$ cat src/rtl/trace_cmd_if.sv
// Signal bundle between the trace command controller and its UART receiver/transmitter,
// packet source and trace front end.
interface trace_cmd_if;
    logic       rxStrobe;
    logic [7:0] rxByte;
    logic       rxErr;
    logic       pktReady;
    logic [7:0] pktByte;
    logic       pktNext;
    logic       txFree;
    logic       txTransmit;
    logic [7:0] txByte;
    logic       sync;
    logic       ovf;
    logic [2:0] width;
    logic       traceEn;
    logic       cmdErr;

    modport slave (
        input  rxStrobe, rxByte, rxErr, pktReady, pktByte, txFree, sync, ovf,
        output pktNext, txTransmit, txByte, width, traceEn, cmdErr
    );

    modport master (
        output rxStrobe, rxByte, rxErr, pktReady, pktByte, txFree, sync, ovf,
        input  pktNext, txTransmit, txByte, width, traceEn, cmdErr
    );
endinterface

$ cat src/rtl/trace_cmd_ctrl.sv
// UART command parser for the trace port plus a byte arbiter that shares the UART
// transmitter between command replies and forwarded trace packet bytes.
module trace_cmd_ctrl #(
    parameter int unsigned CMD_TIMEOUT = 48000,
    parameter logic [2:0]  RESET_WIDTH = 3'd4
) (
    input  logic       clkOut,
    input  logic       rst,
    trace_cmd_if.slave bus
);
    localparam logic [0:0] ST_IDLE    = 1'b0;
    localparam logic [0:0] ST_GET_ARG = 1'b1;
    localparam logic [7:0] CH_E       = 8'h45;
    localparam logic [7:0] CH_D       = 8'h44;
    localparam logic [7:0] CH_S       = 8'h53;
    localparam logic [7:0] CH_W       = 8'h57;
    localparam logic [7:0] ACK        = 8'h06;
    localparam logic [7:0] NAK        = 8'h15;
    localparam logic [7:0] STAT_HDR   = 8'hA5;
    localparam int         CNT_W      = $clog2(CMD_TIMEOUT + 1);
    localparam logic [CNT_W-1:0] CNT_LAST = CNT_W'(CMD_TIMEOUT - 1);

    logic [0:0]       r_state;
    logic [CNT_W-1:0] r_cnt;
    logic [8:0]       r_q0;
    logic [8:0]       r_q1;
    logic [1:0]       r_qCnt;
    logic             r_ovfSticky;
    logic             r_traceEn;
    logic [2:0]       r_width;
    logic             r_txTransmit;
    logic [7:0]       r_txByte;
    logic             r_txIsStatus;
    logic             r_pktNext;
    logic             r_cmdErr;

    logic [0:0]       w_stateNext;
    logic             w_cntClr;
    logic             w_cntInc;
    logic             w_err;
    logic             w_setEn;
    logic             w_clrEn;
    logic             w_setWidth;
    logic [1:0]       w_pushN;
    logic [8:0]       w_push0;
    logic [8:0]       w_push1;
    logic [7:0]       w_status;
    logic             w_qEmpty;
    logic             w_widthOk;
    logic             w_canIssue;
    logic             w_sendReply;
    logic             w_sendPkt;

    assign w_qEmpty  = (r_qCnt == 2'd0);
    assign w_status  = {r_traceEn, bus.sync, r_ovfSticky, 2'b00, r_width};
    assign w_widthOk = (bus.rxByte == 8'd1) || (bus.rxByte == 8'd2) || (bus.rxByte == 8'd4);

    // Queue entries carry a status tag so the sticky overflow flag clears on the right byte.
    // Replies are only pushed into an empty queue, so push and pop never coincide.
    always_comb begin
        w_stateNext = r_state;
        w_cntClr    = 1'b0;
        w_cntInc    = 1'b0;
        w_err       = 1'b0;
        w_setEn     = 1'b0;
        w_clrEn     = 1'b0;
        w_setWidth  = 1'b0;
        w_pushN     = 2'd0;
        w_push0     = 9'h000;
        w_push1     = 9'h000;
        if (bus.rxErr) begin
            w_stateNext = ST_IDLE;
            w_err       = 1'b1;
        end else if (r_state == ST_IDLE) begin
            if (bus.rxStrobe) begin
                if (bus.rxByte == CH_W) begin
                    w_stateNext = ST_GET_ARG;
                    w_cntClr    = 1'b1;
                end else if (!w_qEmpty) begin
                    w_err = 1'b1;
                end else begin
                    case (bus.rxByte)
                        CH_E: begin
                            w_setEn = 1'b1;
                            w_pushN = 2'd1;
                            w_push0 = {1'b0, ACK};
                        end
                        CH_D: begin
                            w_clrEn = 1'b1;
                            w_pushN = 2'd1;
                            w_push0 = {1'b0, ACK};
                        end
                        CH_S: begin
                            w_pushN = 2'd2;
                            w_push0 = {1'b0, STAT_HDR};
                            w_push1 = {1'b1, w_status};
                        end
                        default: begin
                            w_pushN = 2'd1;
                            w_push0 = {1'b0, NAK};
                            w_err   = 1'b1;
                        end
                    endcase
                end
            end
        end else begin
            if (bus.rxStrobe) begin
                w_stateNext = ST_IDLE;
                if (!w_qEmpty) begin
                    w_err = 1'b1;
                end else if (w_widthOk) begin
                    w_setWidth = 1'b1;
                    w_pushN    = 2'd1;
                    w_push0    = {1'b0, ACK};
                end else begin
                    w_pushN = 2'd1;
                    w_push0 = {1'b0, NAK};
                    w_err   = 1'b1;
                end
            end else if (r_cnt == CNT_LAST) begin
                w_stateNext = ST_IDLE;
                w_err       = 1'b1;
            end else begin
                w_cntInc = 1'b1;
            end
        end
    end

    // Blocking on our own pulse guarantees a gap between bytes handed to the UART.
    assign w_canIssue  = bus.txFree && !r_txTransmit;
    assign w_sendReply = w_canIssue && !w_qEmpty;
    assign w_sendPkt   = w_canIssue && w_qEmpty && r_traceEn && bus.pktReady;

    always_ff @(posedge clkOut) begin
        if (rst) begin
            r_state      <= ST_IDLE;
            r_cnt        <= '0;
            r_qCnt       <= 2'd0;
            r_ovfSticky  <= 1'b0;
            r_width      <= RESET_WIDTH;
            r_traceEn    <= 1'b1;
            r_txTransmit <= 1'b0;
            r_txByte     <= 8'h00;
            r_txIsStatus <= 1'b0;
            r_pktNext    <= 1'b0;
            r_cmdErr     <= 1'b0;
        end else begin
            r_state <= w_stateNext;
            if (w_cntClr) begin
                r_cnt <= '0;
            end else if (w_cntInc) begin
                r_cnt <= r_cnt + CNT_W'(1);
            end
            if (w_pushN != 2'd0) begin
                r_qCnt <= w_pushN;
            end else if (w_sendReply) begin
                r_qCnt <= r_qCnt - 2'd1;
            end
            if (w_setEn) begin
                r_traceEn <= 1'b1;
            end else if (w_clrEn) begin
                r_traceEn <= 1'b0;
            end
            if (w_setWidth) begin
                r_width <= bus.rxByte[2:0];
            end
            if (bus.ovf) begin
                r_ovfSticky <= 1'b1;
            end else if (r_txTransmit && r_txIsStatus) begin
                r_ovfSticky <= 1'b0;
            end
            r_txTransmit <= w_sendReply || w_sendPkt;
            r_txIsStatus <= w_sendReply && r_q0[8];
            r_pktNext    <= w_sendPkt;
            r_cmdErr     <= w_err;
            if (w_sendReply) begin
                r_txByte <= r_q0[7:0];
            end else if (w_sendPkt) begin
                r_txByte <= bus.pktByte;
            end
        end
    end

    always_ff @(posedge clkOut) begin
        if (w_pushN != 2'd0) begin
            r_q0 <= w_push0;
            r_q1 <= w_push1;
        end else if (w_sendReply) begin
            r_q0 <= r_q1;
        end
    end

    assign bus.pktNext    = r_pktNext;
    assign bus.txTransmit = r_txTransmit;
    assign bus.txByte     = r_txByte;
    assign bus.width      = r_width;
    assign bus.traceEn    = r_traceEn;
    assign bus.cmdErr     = r_cmdErr;
endmodule

$ cat src/flat_wrapper.sv
// flat-port wrapper written by rule: the top's interface ports become plain ports
module trace_cmd_ctrl_flat 
#(
    parameter int unsigned CMD_TIMEOUT = 48000,
    parameter logic [2:0]  RESET_WIDTH = 3'd4
)
  (clkOut, rst, bus_rxStrobe, bus_rxByte, bus_rxErr, bus_pktReady, bus_pktByte, bus_txFree, bus_sync, bus_ovf, bus_pktNext, bus_txTransmit, bus_txByte, bus_width, bus_traceEn, bus_cmdErr);
  trace_cmd_if bus_i ();
  input  logic clkOut;
  input  logic rst;
  input wire logic [$bits(bus_i.rxStrobe)-1:0] bus_rxStrobe;
  input wire logic [$bits(bus_i.rxByte)-1:0] bus_rxByte;
  input wire logic [$bits(bus_i.rxErr)-1:0] bus_rxErr;
  input wire logic [$bits(bus_i.pktReady)-1:0] bus_pktReady;
  input wire logic [$bits(bus_i.pktByte)-1:0] bus_pktByte;
  input wire logic [$bits(bus_i.txFree)-1:0] bus_txFree;
  input wire logic [$bits(bus_i.sync)-1:0] bus_sync;
  input wire logic [$bits(bus_i.ovf)-1:0] bus_ovf;
  output wire logic [$bits(bus_i.pktNext)-1:0] bus_pktNext;
  output wire logic [$bits(bus_i.txTransmit)-1:0] bus_txTransmit;
  output wire logic [$bits(bus_i.txByte)-1:0] bus_txByte;
  output wire logic [$bits(bus_i.width)-1:0] bus_width;
  output wire logic [$bits(bus_i.traceEn)-1:0] bus_traceEn;
  output wire logic [$bits(bus_i.cmdErr)-1:0] bus_cmdErr;
  assign bus_i.rxStrobe = bus_rxStrobe;
  assign bus_i.rxByte = bus_rxByte;
  assign bus_i.rxErr = bus_rxErr;
  assign bus_i.pktReady = bus_pktReady;
  assign bus_i.pktByte = bus_pktByte;
  assign bus_i.txFree = bus_txFree;
  assign bus_i.sync = bus_sync;
  assign bus_i.ovf = bus_ovf;
  assign bus_pktNext = bus_i.pktNext;
  assign bus_txTransmit = bus_i.txTransmit;
  assign bus_txByte = bus_i.txByte;
  assign bus_width = bus_i.width;
  assign bus_traceEn = bus_i.traceEn;
  assign bus_cmdErr = bus_i.cmdErr;
  trace_cmd_ctrl #(.CMD_TIMEOUT(CMD_TIMEOUT), .RESET_WIDTH(RESET_WIDTH)) u_core (.clkOut(clkOut), .rst(rst), .bus(bus_i));
endmodule
$ cat config.mk
export PLATFORM = sky130hd
export DESIGN_NAME = trace_cmd_ctrl_flat
export DESIGN_NICKNAME = d
export VERILOG_FILES = /design/src/rtl/trace_cmd_if.sv /design/src/rtl/trace_cmd_ctrl.sv /design/src/flat_wrapper.sv
export SDC_FILE = /design/constraint.sdc
export NUM_CORES = 1
export LEC_CHECK = 0
export CORE_MARGIN = 2
export CORE_UTILIZATION = 53
export DETAILED_ROUTE_END_ITERATION = 10
export GPL_ROUTABILITY_DRIVEN = 0
export PLACE_DENSITY = 0.83
export SLEW_MARGIN = 20
export SYNTH_ARGS = -nofsm -noshare
export SYNTH_HDL_FRONTEND = slang
export SYNTH_SLANG_ARGS = --single-unit
$ cat constraint.sdc
create_clock -name clkOut -period 2.3 [get_ports clkOut]
set_input_delay 0.46 -clock clkOut [delete_from_list [all_inputs] [get_ports clkOut]]
set_output_delay 0.46 -clock clkOut [all_outputs]
set_load 0.05 [all_outputs]
-- Yosys cells after proc, flatten, opt, wreduce, memory -nomap -nowiden
Index checks and enable logic that the tools add are counted.
- register bits: 54
- latch bits: 0
- bits in writable memories: 0
- memory bits (read-only): 0
- bits of input ports: 24
- output and inout bits: 15
- logic and storage cells: 113
- memories: 0
- add/subtract/negate cells: 2
- $mul: 0
- div/mod/pow operators: 0
- magnitude comparators: 0
- eq/ne operators: 8
- shift operators: 0
- muxes and demuxes: 62
- bitwise logic cells: 3
- reduce and logical (&&, ||, !) cells: 24
- operators by type and width (cell ; count):
    9-bit 2-to-1 mux ; 10
    1-bit 2-to-1 mux ; 39
    8-bit by 7-bit equality test with 1-bit output, second input constant ; 4
    2-bit 2-to-1 mux ; 9
    16-bit by 1-bit adder with 16-bit output, second input constant ; 1
    16-bit equality test, second input constant ; 1
    8-bit 2-to-1 mux ; 2
    8-bit one-hot mux with 2 select lines ; 1
    8-bit by 1-bit equality test with 1-bit output, second input constant ; 1
    8-bit by 2-bit equality test with 1-bit output, second input constant ; 1
    8-bit by 3-bit equality test with 1-bit output, second input constant ; 1
    2-bit nonzero test ; 4
    2-bit OR reduction ; 4
    1-bit logical AND ; 7
    6-bit OR reduction ; 1
    5-bit 2-to-1 mux ; 1
    5-bit OR reduction ; 1
    1-bit logical OR ; 3
    1-bit inverter ; 3
    3-bit OR reduction ; 1
    1-bit zero test ; 2
    2-bit zero test ; 1
    2-bit by 1-bit subtractor with 2-bit output, second input constant ; 1

-- Logic depth before layout (Yosys ltp)
- depth after elaboration: 9
- gate-level depth with buffers: 6
- mapped depth without buffers: 6

-- Worst setup path before layout
Ideal clock, no wire load.
- path kind: input to register
- start: input port bus_rxStrobe
- end: register u_core.r_q0[1] (data pin)
- setup time: 0.257 ns
- arrival: 1.749 ns
- required time: 2.043 ns
- path slack: 0.295 ns
- cell stages on the path: 5
- buffers on the path: 1
- cell sequence: buf_2 nand3b_1 a31oi_2 o21ai_0 o22a_1
- cells in the longest elaborated chain, start to end: 5
- elaborated cells between the ends (all ways): 10
- classes of those cells: mux: 9; reduce/logical: 1
- ends and longest elaborated chain (what ; RTL line ; text):
    from (decl) ; flat_wrapper.sv:11 ; input wire logic [$bits(bus_i.rxStrobe)-1:0] bus_rxStrobe;
    2-bit 2-to-1 mux, on equally long branches ; trace_cmd_ctrl.sv:75, trace_cmd_ctrl.sv:107 ;
    2-bit 2-to-1 mux ; trace_cmd_ctrl.sv:74 ; end else if (r_state == ST_IDLE) begin
    2-bit 2-to-1 mux ; trace_cmd_ctrl.sv:71 ; if (bus.rxErr) begin
    2-bit nonzero test ; trace_cmd_ctrl.sv:185 ; if (w_pushN != 2'd0) begin
    9-bit 2-to-1 mux * ; trace_cmd_ctrl.sv:185 ;
    to (signal assigned) ; trace_cmd_ctrl.sv:186 ; r_q0 <= w_push0;
    to (signal assigned) ; trace_cmd_ctrl.sv:189 ; r_q0 <= r_q1;
    to (decl) ; trace_cmd_ctrl.sv:25 ; logic [8:0] r_q0;
Every way passes the cells marked *; elsewhere a longest branch is shown, timed or not.
A chain may end at the register's enable or synchronous reset.

-- Worst setup path in the final report
- start: register u_core.r_traceEn, in the netlist u_core.bus.traceEn
- end: output port bus_traceEn
- RTL lines (what ; RTL line ; text):
    from (decl) ; trace_cmd_ctrl.sv:29 ; logic r_traceEn;
    from (signal assigned) ; trace_cmd_ctrl.sv:141 ; r_traceEn <= 1'b1;
    from (signal assigned) ; trace_cmd_ctrl.sv:160 ; r_traceEn <= 1'b1;
    from (signal assigned) ; trace_cmd_ctrl.sv:162 ; r_traceEn <= 1'b0;
    to (decl) ; flat_wrapper.sv:23 ; output wire logic [$bits(bus_i.traceEn)-1:0] bus_traceEn;
No word-level cell between the ends.

==> results.yml <==
setup_path:
  cpPeakStageDelay_ps: 840
  worst-path-max-fanout: 4
  cp-start-kind: "flop"
  crit_type: "flop to output port"
  timing.critical_path.buf_inv: 1
  arrival_ps: 1580
  end_kind: "output port"
  crit_family: "buffers and inverters"
  worstPathRequired_ps: 1840
  crit_chain: "clkdlybuf4s50_1"
  crit_slowest_cell: "clkdlybuf4s50_1"
  startpoint: "u_core.bus.traceEn"
  r2r_start: "u_core.r_qCnt[0]"
  ff2ff_setup_slack_ps: 420
timing:
  rsz0062_at_grt: "false"
  tightest_slew_ps: 515
  timing.final.ws_setup_ps: 259
  slew_violations: 0
  setup_tns_ps: 0
  timing.final.crit_share_pct: 88.7
  clock_skew_ps: 7.06
  setup_viol: 0
  hold_viol: 0
  slew-limit-headroom_pct: 65.6
  fmax_ghz: 0.490
  min_period_ps: 2040
die:
  io_pins: 39
  die_h_microns: 72.0
  dieArea_sq_um: 5190
  core_area_sq_um: 4410
  initial_utilization_pct: 55.6
  die_w_microns: 72.0
  rows: 24
power_and_ir_drop:
  irDropWorstVdd_uv: 301
  total_power_mw: 1.96
  leakage_nw: 1.11
  p_per_area_nw_per_um2: 638
placement:
  portBuffers: 38
  placed_cells: 346
  place_hpwl_mm: 3.86
  post-place-ws_ps: 11.5
  place_area_sq_um: 2980
final_layout:
  nNetsFinal: 327
  n_antenna_cell: 0
  area_growth_pct: 24.9
  post_layout_nonfiller_instances: 354
  design_area_sq_um: 3070
  drive_gt1_share_pct: 12.6
synthesis:
  synth_top_area_cell: "dfxtp_1"
  synth_area_leaders: "dfxtp_1 29%, edfxtp_1 18%, mux2i_1 4.9%"
  syn_inst: 250
  ys_dominant_reg_cell: "dfxtp_1"
  syn_area_sq_um: 2450
  synth-edff-count: 15
  synth_fp_nets: 276
  yosysTopAreaCellShare_pct: 29.4
  syn_avg_cell_area_sq_um: 9.81
  synthDistinctLibCells: 53
  ys_seq_area_share_pct: 47.7
  async_flop_share_pct: 0
  ys_warn_count: 0
  synth-seq-cells: 51
global_route:
  grt_pass1_vias: 1903
  grt_max_degree: 19
  grt_pass1_wl_mm: 8.86
  antenna_found_initial: 0
  gr-usage-all-layers_pct: 21.9
  gr-total-overflow: 0
clock_network:
  cts_made_buffers: 5
  clockRootBuffer: "clkbuf_8"
  cts_tree: "yes"
  clkLatencyLatePin_ps: 310
  ctsHtreeMaxLevel: 2
  cts_resized: 0
  cts_hold_buffers: 0
  cts_setup_buffers: 0
  cts_sinks: 51
  clock_path_buffers: 2
  clkTransAtPathRegs_ps: 90
outcome:
  status: "completed"
routing:
  drt_iter0_drc: 102
  drcViolationCount: 0
  ant_nets: 0
  via_count: 2073
  wl_mm: 5.33
  routedWlPerCell_microns: 15.0
  firstDrtPassIters: 5
  viasPerCell: 5.86
min_path:
  min_from: "u_core.bus.txByte[3]"
  hp-class: "flop to flop"
flow_run:
  drv_cap: 0
-- layout by cell type (no fill, tap or decap), types with 2 or more instances in the layout --
cell | Yosys | final
a21oi_1 | 18 | 18
edfxtp_1 | 15 | 15
buf_4 | 1 | 15
nor2b_1 | 4 | 4
or2_2 | 2 | 2
ha_1 | 2 | 2
or3_1 | 4 | 4
nor3b_4 | 2 | 2
nand3_1 | 10 | 10
inv_1 | 10 | 10
a211oi_1 | 8 | 8
and3_1 | 4 | 4
o21ai_0 | 8 | 8
and2_1 | 12 | 12
o31ai_1 | 8 | 8
a21o_1 | 3 | 3
clkdlybuf4s50_1 | 0 | 38
nand4_1 | 6 | 6
clkbuf_8 | 0 | 5
nand2_1 | 17 | 17
dfxtp_1 | 36 | 36
mux2i_1 | 12 | 12
clkinvlp_4 | 0 | 2
nor2_1 | 17 | 17
a31oi_1 | 2 | 2
or4_1 | 8 | 8
nor3_1 | 6 | 6
xnor2_1 | 2 | 2
-- synth_stat cells, types with 2 or more instances --
library cell,number
nor3_1,6
a21o_1,3
and3_1,4
inv_1,10
or3_1,4
a21oi_1,18
or2_2,2
xnor2_1,2
buf_2,5
o31ai_1,8
mux2i_1,12
nor2_1,17
nand2_1,17
dfxtp_1,36
nand4_1,6
a211oi_1,8
o21ai_0,8
or4_1,8
and2_1,12
clkbuf_1,2
edfxtp_1,15
nor3b_4,2
nor2b_1,4
ha_1,2
a31oi_1,2
nand3_1,10
-- metrics by stage --
step | utilization, % | hold WS, ps
after floorplan | - | 443
after global placement | 67.4 | 457
after detailed placement | 67.4 | 469
after CTS | 69.4 | 484
after global routing | 69.4 | 515
final | 69.4 | 478
-- cell type report --
class                   count  area (sq um)
fillers                   367          1350
multi-input cells         179          1190
flip-flops and latches     51          1170
repair buffers             54           513
clock buffers               5          68.8
well taps                  52          65.1
inverters                  10          37.5
clock inverters             3          20.0
-- report_power, final --
group          switching [mW]  leakage [nW]  internal, mW  total [mW]
registers              0.0267         0.434         0.999        1.03
logic                   0.242         0.631         0.172       0.414
clock network           0.304        0.0402         0.212       0.516
-- final timing paths --
check / to / depth (start not counted)
max reg2reg: u_core.r_q0[6] / 4
min: u_core.bus.txByte[3] / 2
max: bus_traceEn / 1
min reg2reg: u_core.bus.txByte[3] / 2
-- registers in the layout, summed over array words and instances (netlist names), 2 cells and up --
| register | count |
|---|---|
| u_core.r_cnt | 16 |
| u_core.bus.txByte | 8 |
| u_core.r_q0 | 8 |
| u_core.r_q1 | 7 |
| u_core.bus.width | 3 |
| u_core.r_qCnt | 2 |
-- kinds of logic (layout without fill, tap and decap cells) --
logic type	count (synthesis)	in the layout	share of synthesized area (%)
flops	51	51	47.7
fa+ha+maj	2	2	1.02
simple gates	106	106	26.6
compound gates	56	56	14.9
buf+inv	20	72	3.77
mux	12	12	4.90
xor+xnor	3	3	1.07
-- layer usage --
layer	share of wire, %	global-route usage [%]	up-vias
met5	0	0	-
met4	1.1	8.81	0
met3	5.1	4.44	4
met2	48	34.8	62
met1	46	29.6	981
li1	-	-	1026
Power figures use the tool's default switching activity.
